**config.mk**
```make
export PLATFORM = sky130hd
export DESIGN_NAME = gamma_rom_arbiter
export DESIGN_NICKNAME = d
export VERILOG_FILES = /design/src/rtl/gamma_pkg.sv /design/src/rtl/rr_arbiter.sv /design/src/rtl/gamma_rom_arbiter.sv
export SDC_FILE = /design/constraint.sdc
export NUM_CORES = 1
export LEC_CHECK = 0
export CAP_MARGIN = 40
export CORE_ASPECT_RATIO = 0.8
export CORE_UTILIZATION = 36
export CTS_CLUSTER_SIZE = 10
export DETAILED_ROUTE_END_ITERATION = 10
export HOLD_SLACK_MARGIN = 0.02
export PLACE_DENSITY = 0.81
export REMOVE_ABC_BUFFERS = 1
export SYNTH_ARGS = -nofsm -noshare
export SYNTH_HDL_FRONTEND = slang
export SYNTH_HIERARCHICAL = 1
export SYNTH_SLANG_ARGS = --single-unit
```
**constraint.sdc**
```tcl
create_clock -name clk -period 2.2 [get_ports clk]
set_clock_uncertainty 0.1 [all_clocks]
set_input_delay 0.44 -clock clk [delete_from_list [all_inputs] [get_ports clk]]
set_output_delay 0.44 -clock clk [all_outputs]
set_load 0.01 [all_outputs]
```
**src/rtl/gamma_pkg.sv**
```systemverilog
// Shared constants for the gamma-ROM lookup path and the round-robin pointer helper.
package gamma_pkg;

    localparam int unsigned GAMMA_ADDR_WIDTH  = 8;
    localparam int unsigned GAMMA_DATA_WIDTH  = 8;
    localparam int unsigned GAMMA_ROM_LATENCY = 2;

    localparam int unsigned CH_R = 0;
    localparam int unsigned CH_G = 1;
    localparam int unsigned CH_B = 2;

    // Pointer value that follows a grant to idx, wrapping at n.
    function automatic int unsigned rr_next(input int unsigned idx, input int unsigned n);
        return (idx + 1 >= n) ? 0 : idx + 1;
    endfunction

endpackage

```
**src/rtl/rr_arbiter.sv**
```systemverilog
// Combinational round-robin arbiter: first asserted request at or after ptr, modulo NUM_REQ.
module rr_arbiter #(
    parameter int unsigned NUM_REQ = 3,
    parameter int unsigned PTR_W   = 2
) (
    input  logic [NUM_REQ-1:0] req,
    input  logic [PTR_W-1:0]   ptr,
    output logic [NUM_REQ-1:0] grant,
    output logic [PTR_W-1:0]   grant_idx
);

    logic        found;
    int unsigned idx;

    always_comb begin
        grant     = '0;
        grant_idx = '0;
        found     = 1'b0;
        idx       = 0;
        for (int k = 0; k < int'(NUM_REQ); k++) begin
            idx = 32'(ptr) + 32'(k);
            if (idx >= NUM_REQ) begin
                idx = idx - NUM_REQ;
            end
            if (!found && req[idx]) begin
                found      = 1'b1;
                grant[idx] = 1'b1;
                grant_idx  = PTR_W'(idx);
            end
        end
    end

endmodule

```
**src/rtl/gamma_rom_arbiter.sv**
```systemverilog
// Shares one synchronous gamma ROM between NUM_REQ pixel channels; round-robin grant,
// registered ROM address and a one-hot tag pipeline that routes each word back.
module gamma_rom_arbiter
    import gamma_pkg::*;
#(
    parameter int unsigned NUM_REQ     = 3,
    parameter int unsigned ADDR_WIDTH  = GAMMA_ADDR_WIDTH,
    parameter int unsigned DATA_WIDTH  = GAMMA_DATA_WIDTH,
    parameter int unsigned ROM_LATENCY = GAMMA_ROM_LATENCY
) (
    input  logic                          clk,
    input  logic                          tb_rst,
    input  logic [NUM_REQ-1:0]            req_valid,
    input  logic [NUM_REQ*ADDR_WIDTH-1:0] req_addr,
    output logic [NUM_REQ-1:0]            req_ready,
    output logic [ADDR_WIDTH-1:0]         rom_addr,
    input  logic [DATA_WIDTH-1:0]         rom_rd_data,
    output logic [NUM_REQ-1:0]            rsp_valid,
    output logic [DATA_WIDTH-1:0]         rsp_data,
    output logic                          busy
);

    localparam int unsigned PTR_W     = (NUM_REQ > 1) ? $clog2(NUM_REQ) : 1;
    localparam int unsigned TAG_DEPTH = 1 + ROM_LATENCY;

    logic [PTR_W-1:0]   ptr;
    logic [PTR_W-1:0]   grant_idx;
    logic [NUM_REQ-1:0] arb_grant;
    logic [NUM_REQ-1:0] grant;
    logic [NUM_REQ-1:0] tag_pipe [TAG_DEPTH];

    rr_arbiter #(
        .NUM_REQ (NUM_REQ),
        .PTR_W   (PTR_W)
    ) u_rr_arbiter (
        .req       (req_valid),
        .ptr       (ptr),
        .grant     (arb_grant),
        .grant_idx (grant_idx)
    );

    // No handshake is offered while reset is held, so nothing is accepted then lost.
    assign grant     = tb_rst ? '0 : arb_grant;
    assign req_ready = grant;

    // Pointer, ROM address and tag pipe; the tag pipe never stalls.
    always_ff @(posedge clk or posedge tb_rst) begin
        if (tb_rst) begin
            ptr      <= '0;
            rom_addr <= '0;
            for (int s = 0; s < int'(TAG_DEPTH); s++) begin
                tag_pipe[s] <= '0;
            end
        end else begin
            if (|grant) begin
                ptr      <= PTR_W'(rr_next(32'(grant_idx), NUM_REQ));
                rom_addr <= req_addr[32'(grant_idx)*ADDR_WIDTH +: ADDR_WIDTH];
            end
            tag_pipe[0] <= grant;
            for (int s = 1; s < int'(TAG_DEPTH); s++) begin
                tag_pipe[s] <= tag_pipe[s-1];
            end
        end
    end

    assign rsp_valid = tag_pipe[TAG_DEPTH-1];
    assign rsp_data  = rom_rd_data;

    always_comb begin
        busy = 1'b0;
        for (int s = 0; s < int'(TAG_DEPTH); s++) begin
            busy = busy | (|tag_pipe[s]);
        end
    end

endmodule

```
==> flow_summary.toml <==
[cells_and_area]
nets = 219
drive_gt1_share_pct = 47.5
area_growth_pct = 79.0
final_util_pct = 69.7
final_common_cell = "clkdlybuf4s50_1"
num_antenna_cells = 0
layout_common_cells = "clkdlybuf4s50_1, buf_4, dfrtp_1"

[clocking]
cts_tree = "done"
clk_latency_ps = 260
root_buffer = "clkbuf_8"
numCtsBuffers = 3
clk_pin_slew_ps = 70
htreeDepth = 1
clock_path_buffers = 2
cts_sinks = 19

[route]
wl_um = 3980
vias_per_cell = 5.28
drt_pass1_iterations = 6
drt-initial-drc-count = 40
wl_per_cell_um = 18.3
postRouteAntennaNets = 0
drc_errors = 0
vias = 1146

[yosys]
synth-seq-cells = 19
synth_cell_types = 38
seq_area_frac_synth_pct = 38.4
yosysWarnings = 6
postSynthAreaPerCell_um2 = 11.5
synthCells = 108
synth_area_mm2 = 0.00124

[power_and_ir_drop]
p_clk_share_pct = 6.6
leakage_nw = 0.934
switching_share_pct = 37.4
power_switching_mw = 1.36
p_int_mw = 2.28
p_comb_share_pct = 76.7
powerDensity_mw_per_mm2 = 1640
peakVddDrop_mv = 0.847
seqPwrFrac_pct = 16.7

[setup_path]
path_class = "flip-flop to output port"
regToRegSetupSlack_ps = -520
crit_fanout = 5
worstSetupEndpointType = "output port"
start_kind = "flip-flop"
arrival_ps = 2210
required_ps = 1660

[sta]
max_freq_ghz = 0.364
slew_violations = 0
setup_viol = 13
rsz0062_at_grt = "true"
fin_ws_ps = -547
holdWs_ps = 281
final-hold-violation-count = 0
post-route-period-util_pct = 125
fin_crit_ps = 2750
tightest_slew_ps = 418
max-slew-margin-rel_pct = 72.0

[global_route]
antenna_found_initial = 0
track_usage_pct = 20.5
grt_pass1_vias = 1148
grt_first_pass_wirelength_um = 5380
grt-ovfl-total = 0
grt_max_degree = 11

[run_status]
status = "finished with violations"
violations = "negative setup slack"

[run]
maxCapViolCount = 0

[placed_design]
io_buffers = 43
hpwl_um = 2160
place_congestion = 0.834

[die]
die_h_um = 54.4
die_area_mm2 = 0.00368
start_util_pct = 39.0
placementRows = 18
die_x_um = 67.6
core_area_mm2 = 0.00318
ioPinCount = 60

[hold_path]
hold_class = "flip-flop to flip-flop"
## final cells by class
cell class	count	area, um^2
Multi-Input combinational cell	70	837
Fill cell	204	961
Inverter	3	13.8
Sequential cell	19	475
Tap cell	40	50.0
Timing Repair Buffer	81	793
Clock buffer	4	45.0
## repair_timing
| item | 4_1_cts | 5_1_grt |
|---|---|---|
| hold buffers | 0 | 0 |
| setup buffers | 13 | 7 |
| cloned | 1 | 2 |
| hold endpoints to repair | 0 | 0 |
| setup endpoints to repair | 13 | 13 |
| gates resized for setup | 47 | 25 |
| pin swaps | 7 | 18 |
## synthesized netlist by cell type, drive strengths merged
library cell,instances,share of area [%]
and2b,1,0.71
buf,16,11
ha,4,4.0
mux2i,13,11
clkbuf,1,0.30
nor3,2,1.2
o41ai,1,0.71
o22ai,1,0.51
a31o,1,0.71
nor2,3,1.1
o2bb2ai,8,5.7
nand4bb,1,0.91
a21oi,1,0.40
a31oi,1,0.51
a32o,1,0.81
nor4bb,1,0.81
nand2b,2,1.0
mux2,11,10
nor2b,4,2.6
nand3,1,0.40
nor4,1,0.51
dfrtp,19,38
nand3b,2,1.2
nand4b,1,0.71
o22a,1,0.71
o21ai,5,2.3
inv,3,0.91
nand2,2,0.61
## stage by stage
step	cells	worst slack (ps)	area, um^2	TNS (ps)	power (mW)
after global routing	217	-690	2210	-8050	3.84
after global placement	192	-663	1730	-7620	2.31
after floorplan	91	-287	1100	-2580	1.57
after detailed placement	192	-732	1730	-8310	2.37
after CTS	210	-442	2020	-4780	3.14
final	217	-547	2210	-6080	3.64
## registers in the layout (all words and copies together), names as in the netlist
signal and cells:
rom_addr 8, tag_pipe 6, rsp_valid 3, ptr 2
## critical path: stages (launching register included)
cell and delay (ps):
dfrtp_1 400, buf_6 130, ha_4 300, mux2i_1 250, o21ai_1 120, buf_4 150, mux2i_1 120, o21ai_2 150
nor2b_4 190, buf_6 120
## cells by family (layout without fill, tap and decap cells)
family | count (synthesis) | in the layout | synth area share (%)
AO/OA/AOI/OAI | 20 | 20 | 12.3
adder cells (fa/ha/maj) | 4 | 4 | 4.04
buffers and inverters | 20 | 88 | 12.2
flip-flops | 19 | 19 | 38.4
multiplexers | 24 | 24 | 21.1
AND/OR/NAND/NOR | 21 | 22 | 11.8
## power by group through the flow
stage                     combinational [mW]  clock, mW  sequential, mW
after global placement                  1.70          0           0.603
after CTS                               2.30      0.239           0.608
after global routing                    2.95      0.264           0.631
after detailed placement                1.77          0           0.605
final                                   2.79      0.242           0.608
after floorplan                        0.934          0           0.634
## layer usage
metal  vias to the layer above  global-route usage, %  routed length, um
met1                       548                   23.1               1580
met4                         0                   2.84                129
met2                        57                   37.6               2060
met5                         -                      0                  0
met3                        14                   7.50                211
li1                        527                      -                  -
## path summary, 6_finish.rpt
check,from,end,depth (start not counted)
max in group asynchronous,tb_rst,rom_addr[1]$_DFFE_PP0P_,4
max,ptr[1]$_DFFE_PP0P_,req_ready[0],9
max reg2reg,ptr[1]$_DFFE_PP0P_,rom_addr[6]$_DFFE_PP0P_,12
min in group asynchronous,tb_rst,tag_pipe[5]$_DFF_PP0_,3
min reg2reg,tag_pipe[3]$_DFF_PP0_,rsp_valid[0]$_DFF_PP0_,0
min,tag_pipe[3]$_DFF_PP0_,rsp_valid[0]$_DFF_PP0_,0
(Power assumes the default switching activity.)
